File: src/rtl/de10_bus_pkg.sv
// Shared types and constants for the DE10 memory-bus arbiter and its address decoder.
package de10_bus_pkg;

   typedef enum logic {ARB_IDLE, ARB_BUSY} arb_state_t;
   typedef enum logic {OWN_I, OWN_D} arb_owner_t;

   localparam int DEF_ADDR_W = 32;
   localparam int DEF_DATA_W = 32;

   // Target tags agreed with the bus decoder.
   localparam logic [1:0] TAG_SRAM   = 2'd0;
   localparam logic [1:0] TAG_PERIPH = 2'd1;
   localparam logic [1:0] TAG_SDRAM  = 2'd2;

endpackage

File: src/rtl/de10_bus_arbiter.sv
// Two-master (fetch / load-store) round-robin arbiter for the DE10 memory bus,
// with registered bus drive, one-cycle acks and a transaction watchdog.
module de10_bus_arbiter
   import de10_bus_pkg::*;
#(
   parameter int          ADDR_W  = DEF_ADDR_W,
   parameter int          DATA_W  = DEF_DATA_W,
   parameter int unsigned TIMEOUT = 255
) (
   input  logic                clk,
   input  logic                rst,
   input  logic                i_req,
   input  logic [ADDR_W-1:0]   i_addr,
   output logic                i_ack,
   output logic [DATA_W-1:0]   i_rdata,
   output logic                i_err,
   input  logic                d_req,
   input  logic                d_we,
   input  logic [ADDR_W-1:0]   d_addr,
   input  logic [DATA_W-1:0]   d_wdata,
   input  logic [DATA_W/8-1:0] d_wstrb,
   output logic                d_ack,
   output logic [DATA_W-1:0]   d_rdata,
   output logic                d_err,
   output logic                bus_req,
   output logic [ADDR_W-1:0]   bus_addr,
   output logic [DATA_W-1:0]   bus_wdata,
   output logic [DATA_W/8-1:0] bus_wstrb,
   output logic                bus_we,
   input  logic [DATA_W-1:0]   bus_rdata,
   input  logic                bus_ready
);

   localparam logic [15:0] WDOG_LIMIT = 16'(TIMEOUT);

   arb_state_t  state, state_nxt;
   arb_owner_t  owner, last_grant, pick;
   logic [15:0] wdog;
   logic        i_elig, d_elig, start, done, abort;

   // A request whose ack is showing this cycle has just been consumed.
   assign i_elig = i_req && !i_ack;
   assign d_elig = d_req && !d_ack;
   assign pick   = (d_elig && (!i_elig || last_grant == OWN_I)) ? OWN_D : OWN_I;

   always_ff @(posedge clk or negedge rst) begin
      if (!rst) state <= ARB_IDLE;
      else      state <= state_nxt;
   end

   always_comb begin
      state_nxt = state;
      start     = 1'b0;
      done      = 1'b0;
      abort     = 1'b0;
      case (state)
         ARB_IDLE: begin
            if (i_elig || d_elig) begin
               start     = 1'b1;
               state_nxt = ARB_BUSY;
            end
         end
         ARB_BUSY: begin
            if (bus_ready) begin
               done      = 1'b1;
               state_nxt = ARB_IDLE;
            end else if (TIMEOUT != 0 && wdog == WDOG_LIMIT) begin
               abort     = 1'b1;
               state_nxt = ARB_IDLE;
            end
         end
      endcase
   end

   always_ff @(posedge clk or negedge rst) begin
      if (!rst) begin
         owner      <= OWN_I;
         last_grant <= OWN_I;
         wdog       <= '0;
         bus_req    <= 1'b0;
         bus_addr   <= '0;
         bus_wdata  <= '0;
         bus_wstrb  <= '0;
         bus_we     <= 1'b0;
         i_ack      <= 1'b0;
         i_err      <= 1'b0;
         i_rdata    <= '0;
         d_ack      <= 1'b0;
         d_err      <= 1'b0;
         d_rdata    <= '0;
      end else begin
         i_ack <= 1'b0;
         d_ack <= 1'b0;
         if (start) begin
            owner      <= pick;
            last_grant <= pick;
            wdog       <= '0;
            bus_req    <= 1'b1;
            if (pick == OWN_D) begin
               bus_addr  <= d_addr;
               bus_wdata <= d_wdata;
               bus_wstrb <= d_wstrb;
               bus_we    <= d_we;
            end else begin
               bus_addr  <= i_addr;
               bus_wdata <= '0;
               bus_wstrb <= '0;
               bus_we    <= 1'b0;
            end
         end else if (done || abort) begin
            bus_req <= 1'b0;
            if (owner == OWN_D) begin
               d_ack   <= 1'b1;
               d_err   <= abort;
               d_rdata <= (done && !bus_we) ? bus_rdata : '0;
            end else begin
               i_ack   <= 1'b1;
               i_err   <= abort;
               i_rdata <= done ? bus_rdata : '0;
            end
         end else if (state == ARB_BUSY) begin
            wdog <= wdog + 16'd1;
         end
      end
   end

endmodule

File: config.mk
export PLATFORM = sky130hd
export DESIGN_NAME = de10_bus_arbiter
export DESIGN_NICKNAME = d
export VERILOG_FILES = /design/src/rtl/de10_bus_pkg.sv /design/src/rtl/de10_bus_arbiter.sv
export SDC_FILE = /design/constraint.sdc
export NUM_CORES = 1
export LEC_CHECK = 0
export ABC_CLOCK_PERIOD_IN_PS = 1820
export CORE_ASPECT_RATIO = 1.2
export CORE_MARGIN = 2
export CORE_UTILIZATION = 30
export CTS_CLUSTER_DIAMETER = 50
export DETAILED_ROUTE_END_ITERATION = 10
export PLACE_DENSITY = 0.68
export SYNTH_ARGS = -nofsm -noshare
export SYNTH_HDL_FRONTEND = slang
export SYNTH_SLANG_ARGS = --single-unit
File: constraint.sdc
create_clock -name clk -period 1.82 [get_ports clk]
set_input_delay 0.364 -clock clk [delete_from_list [all_inputs] [get_ports clk]]
set_output_delay 0.364 -clock clk [all_outputs]
set_load 0.05 [all_outputs]
; After elaboration in Yosys (flattened, before gate mapping)
; Index checks and enable logic that the tools add are counted.
[totals]
reg_bits = 156
latchBits = 0
ramBits = 0
romBits = 0
inputBits = 138
output_inout_bits = 138
wordCells = 64
n_memories = 0
[op_classes]
n_addsub = 1
multipliers = 0
div = 0
magnitude_cmp = 0
eq_ne = 2
shift = 0
muxes = 28
n_bitwise = 3
reduce_logical = 16
[ops]
columns = cell, n
row1 = $mux 32, 4
row2 = $mux 16, 3
row3 = $mux 1, 19
row4 = $add 16x1->16 const B, 1
row5 = $eq 16x8->1 const B, 1
row6 = $reduce_and 3->1, 2
row7 = $logic_and 1x1->1, 4
row8 = $logic_not 1->1, 4
row9 = $mux 4, 1
row10 = $reduce_bool 2->1, 2
row11 = $logic_or 1x1->1, 3
row12 = $not 1->1, 3
row13 = $ne 2x2->1 const B, 1
row14 = $pmux 1 s2, 1
row15 = $reduce_and 2->1, 1

; Longest topological paths before layout
; Gate-level depths: netlist of run 1.
[depth]
ltp_word = 7
mapped_depth = 7
mapped_depth_nobuf = 5

; Worst setup path after synthesis of run 1
; OpenSTA, ideal clock, no wires.
[synth_path]
kind = register to register
startpoint = register i_ack
endpoint = register wdog[7]
t_arrival_ns = 1.919
required_ns = 1.710
path_slack_ns = -0.209
stages_incl_launch_ff = 8
cell_sequence = dfrtp_1 > nand2b_1 > a21o_1 > clkbuf_1 > clkbuf_1 > buf_1 > o311ai_0 > o41ai_1
[synth_via]
elab_chain_cells = 7
elab_cells_between_ends = 9
classes_between = eq/ne: 1 / mux: 3 / reduce/logical: 5
[synth_rtl]
columns = item, line
row1 = "start, declared", de10_bus_arbiter.sv:14  ; output logic i_ack,
row2 = "start signal, assigned", de10_bus_arbiter.sv:85  ; i_ack <= 1'b0;
row3 = "start signal, assigned", de10_bus_arbiter.sv:92  ; i_ack <= 1'b0;
row4 = "start signal, assigned", de10_bus_arbiter.sv:117  ; i_ack <= 1'b1;
row5 = $logic_not 1->1 *, de10_bus_arbiter.sv:42  ; assign i_elig = i_req && !i_ack;
row6 = $logic_and 1x1->1 *, de10_bus_arbiter.sv:42
row7 = $logic_or 1x1->1 *, de10_bus_arbiter.sv:58  ; if (i_elig || d_elig) begin
row8 = $mux 1 *, de10_bus_arbiter.sv:58
row9 = $mux 1 *, de10_bus_arbiter.sv:56  ; case (state)
row10 = $ne 2x2->1 (no source line) / $reduce_bool 2->1 (equally long branches), --
row11 = $reduce_and 2->1 (no source line), --
row12 = "end signal, assigned", de10_bus_arbiter.sv:122  ; wdog <= wdog + 16'd1;
row13 = "end, declared", de10_bus_arbiter.sv:38  ; logic [15:0] wdog;
; Every way passes the cells marked *; elsewhere a longest branch is shown, timed or not.
; A chain may end at the register's enable or synchronous reset.

; Worst setup path after layout of run 1
[layout_path]
startpoint = register wdog[9]
endpoint = register i_rdata[24]
[layout_via]
elab_chain_cells = 6
[layout_rtl]
columns = item, line
row1 = $eq 16x8->1, de10_bus_arbiter.sv:67  ; end else if (TIMEOUT != 0 && wdog == WDOG_LIMIT) begin
row2 = $mux 1, de10_bus_arbiter.sv:67
row3 = $mux 1, de10_bus_arbiter.sv:64  ; if (bus_ready) begin
row4 = $mux 1, de10_bus_arbiter.sv:56
row5 = $logic_or 1x1->1, de10_bus_arbiter.sv:110  ; end else if (done || abort) begin
row6 = $reduce_and 3->1 (no source line), --
row7 = "end signal, assigned", de10_bus_arbiter.sv:119  ; i_rdata <= done ? bus_rdata : '0;
row8 = "end, declared", de10_bus_arbiter.sv:15  ; output logic [DATA_W-1:0] i_rdata,
; No other way between the ends.

==> results of run 1 <==
==> metrics by stage <==
stage | setup TNS, ns | cells | area, µm² | hold slack, ns | total power, mW
floorplan | -9.29 | 485 | 6190 | 0.0684 | 13.1
CTS | -13.03 | 1067 | 9840 | 0.434 | 20.5
finish | -11.47 | 1078 | 10000 | 0.435 | 20.5
detailed placement | -17.95 | 1034 | 9240 | 0.320 | 17.0
global placement | -15.55 | 1034 | 9240 | 0.311 | 16.9
global route | -16.93 | 1078 | 10000 | 0.465 | 21.5
==> what timing repair did <==
| action | CTS | global route |
|---|---|---|
| endpoints found under the hold margin | 39 | 0 |
| hold buffers | 1 | 0 |
| buffers inserted | 0 | 7 |
| gates cloned | 0 | 4 |
| resized for setup | 4 | 10 |
| pin swaps | 0 | 35 |
| setup endpoints to repair | 78 | 81 |
==> worst register-to-register path: cells and delay by family, from the launching register on <==
family / cells / cell delay (ns)
and+or+nand+nor: 2 / 0.85
buffers and inverters: 2 / 0.38
DFF: 1 / 0.37
AOI/OAI and AO/OA: 2 / 0.32
==> layout by cell type (no fill, tap or decap), drive strengths merged, types with 2 or more instances in the layout <==
master         instances
nor2b                  2
or4                    3
o41ai                  3
o211ai                 2
buf                  192
mux2i                 36
clkbuf                21
nand2b                 5
nand4                  4
o21a                   2
a22o                 101
or3                    2
clkinvlp               2
nor2                   7
inv                   12
o21ai                 38
nand3                  4
clkinv                 5
nand2                 43
clkdlybuf4s50        136
dfrtp                156
o31ai                  3
and4                   2
nor3b                  2
o311ai                 3
a21oi                  9
and2                   2
nor4                   3
==> cells in the mapped netlist (all sizes together), types with 4 or more instances <==
cell type  number
dfrtp         156
a22o          101
nand2          43
o21ai          38
mux2i          36
clkbuf         25
buf            11
a21oi           9
nor2            7
inv             6
nand2b          5
nand3           4
nand4           4
==> metal layers <==
layer / track usage [%] / share of wire, % / vias to the layer above
li1: - / - / 2449
met1: 20.3 / 41 / 2554
met2: 27.9 / 49 / 217
met3: 5.74 / 8.2 / 23
met4: 5.21 / 1.8 / 0
met5: 0 / 0 / -
==> cell type report <==
type                       count  area (µm²)  share of cell area (%)
timing repair buffer         332        3030                    30.3
clock buffer                  18         439                    4.39
tap                          265         332                    3.31
sequential                   156        3910                    39.0
clock inverter                14         133                    1.32
multi-input combinational    287        2150                    21.4
inverter                       6        22.5                   0.225
==> kinds of logic (layout without fill, tap and decap cells) <==
kind of cell,Yosys count,after routing,synth area share (%)
buf+inv,42,370,3.16
fa+ha+maj,1,1,0.202
xor+xnor,1,1,0.142
mux,36,36,5.83
flops,156,156,63.2
simple gates,84,84,7.02
compound gates,165,165,20.5
==> sequential cells by signal (all words and copies together) (netlist names) <==
name and flops:
last_grant 1, bus_addr 32, i_rdata 32, bus_wdata 32, wdog 16, state 1
i_err 1, d_err 1, bus_wstrb 4, d_rdata 32, bus_we 1, d_ack 1
i_ack 1, bus_req 1
==> worst max-delay path by stage <==
stage	from	endpoint	slack, ns	cells after the start
2_1_floorplan	wdog[13]	d_rdata[0]	-0.12	6
3_3_place_gp	wdog[13]	i_rdata[20]	-0.19	6
3_5_place_dp	bus_ready	wdog[12]	-0.22	6
4_1_cts	wdog[13]	i_rdata[0]	-0.22	6
5_1_grt	wdog[9]	i_rdata[16]	-0.28	6
6_report	wdog[9]	i_rdata[24]	-0.20	6
==> power by group through the flow <==
stage               clock network [mW]  logic [mW]  registers [mW]
floorplan                            0        2.33            10.7
global placement                     0        11.1            5.84
detailed placement                   0        11.2            5.83
CTS                               3.55        11.2            5.82
global route                      3.73        11.8            6.00
finish                            3.45        11.2            5.83
==> summary.md, run 1 <==
| Metric | Value |
|---|---|
| DP HPWL | `13.1 mm` |
| Via Count | `5,243` |
| Internal power | `10.7 mW` |
| Final min period | `2.02 ns` |
| Yosys reg bits | `between 150 and 200` |
| Mapped Area | `a little over 0.006 mm²` |
| Final nets | `939` |
| Crit path kind | `reg -> reg` |
| Top cells by area, synth | `dfrtp_1 63%, a22o_1 14%, mux2i_1 5.8%` |
| Worst reg2reg startpoint | `wdog[9]` |
| Fin crit share | `111%` |
| Pre-CTS setup slack | `-0.218 ns` |
| RSZ-0062 raised after global routing | `true` |
| Comb pwr share | `a little over half` |
| Final worst slack | `-0.198 ns` |
| Delay-heaviest family, CP | `simple AND/OR/NAND/NOR gates` |
| Critical path peak fanout | `8` |
| P_leak | `4.77 nW` |
| Crit Reg-Reg Endpoint | `i_rdata[24]` |
| Unique masters post-synth | `42` |
| Top cell type by total area after synthesis | `dfrtp_1` |
| P_sw | `9.82 mW` |
| Slew Viols, Final | `0` |
| Yosys top cell area share | `63.2%` |
| CTS tree | `done` |
| Max stage delay cell, worst path | `or4_4` |
| Final Skew | `~0.010 ns` |
| Root buf cell | `clkbuf_16` |
| Cells on worst reg2reg path | `6` |
| Area Overhead vs Synth | `62.0%` |
| Clock network power share | `16.8%` |
| DR WL/cell | `17.3 µm` |
| Setup-failing EPs final | `73` |
| CP required | `2.12 ns` |
| CTS sink cnt | `156` |
| Remaining Overflow, GRT | `0` |
| DRT Wirelength | `18.7 mm` |
| Antenna viol nets, final | `0` |
| Syn avg cell area | `around 13 µm²` |
| Row count | `57` |
| Initial DRT Pass Iterations | `5` |
| Share of post-route cells with drive strength above 1 | `30.0%` |
| All-layer global routing usage | `16.7%` |
| First-pass GRT wire length | `approximately 29 mm` |
| Sequential fraction of the synthesis area | `between 60 and 70%` |
| Clk buf depth | `2` |
| Fin. Hold Viols | `0` |
| R2R Setup Slk | `-0.20 ns` |
| Die height | `approximately 160 µm` |
| CP Data Arrival Time | `about 2.3 ns` |
| Syn nets | `624` |
| Slew margin rel. | `70.5%` |
| Worst path max stage delay | `0.56 ns` |
| CTS buffer count | `17` |
| YS warnings | `0` |
| Drt drc | `0` |
| Asr flop ratio synth | `100%` |
| VDD IR max | `1280 µV` |
| Clock transition at the registers of the reported paths | `~0.070 ns` |
| H-tree depth | `4` |
| Failing checks | `setup timing` |
| Cell Chain, Critical Path | `or4_4 -> nor4_4 -> buf_6 -> o21ai_4 -> clkbuf_16 -> a22o_1` |
| Vias in the first global route | `between 5,000 and 6,000` |
| Die ar. | `0.0218 mm²` |
| Initial core utilization | `30.5%` |
| Pwr Density | `2050 mW/mm²` |
| WP buf/inv | `2` |
| Core area | `0.0203 mm²` |
| Ys flop type | `dfrtp_1` |
| Layout Utilization | `49.4%` |
| Initial antenna violation count | `0` |
| MaxCap Viol Count | `0` |
| HP Class | `in -> async` |
| Die W | `135 µm` |
| GP Congestion | `0.818` |
| Critical path endpoint category | `flip-flop` |
| Antenna Cells | `0` |
| Register share of total power | `28.4%` |
| IO Port Bufs | `275` |
| Startpoint types | `flip-flop` |
| Status | `complete, but fails checks` |
| Peak Freq | `between 400 and 500 MHz` |
| Fill cells | `roughly 1,900` |
| Skew-Pair Late Insertion Delay | `0.41 ns` |
| EDFF count, synth | `0` |
| Slew @ Worst Pin | `0.442 ns` |
| Initial DRC count | `281` |
| IO Pins | `approximately 280` |
| Switching Share | `47.9%` |
| Pin count of the biggest net entering global routing | `45` |
| Routed vias/inst | `4.86` |
| Mapped Cells | `roughly 490` |
Power figures use the tool's default switching activity.
==> run 2, diff against run 1 <==
CTS_CLUSTER_SIZE = 8   (was unset)
==> results of run 2 <==
No change in the layout: final DEF, timing and power equal those of run 1.
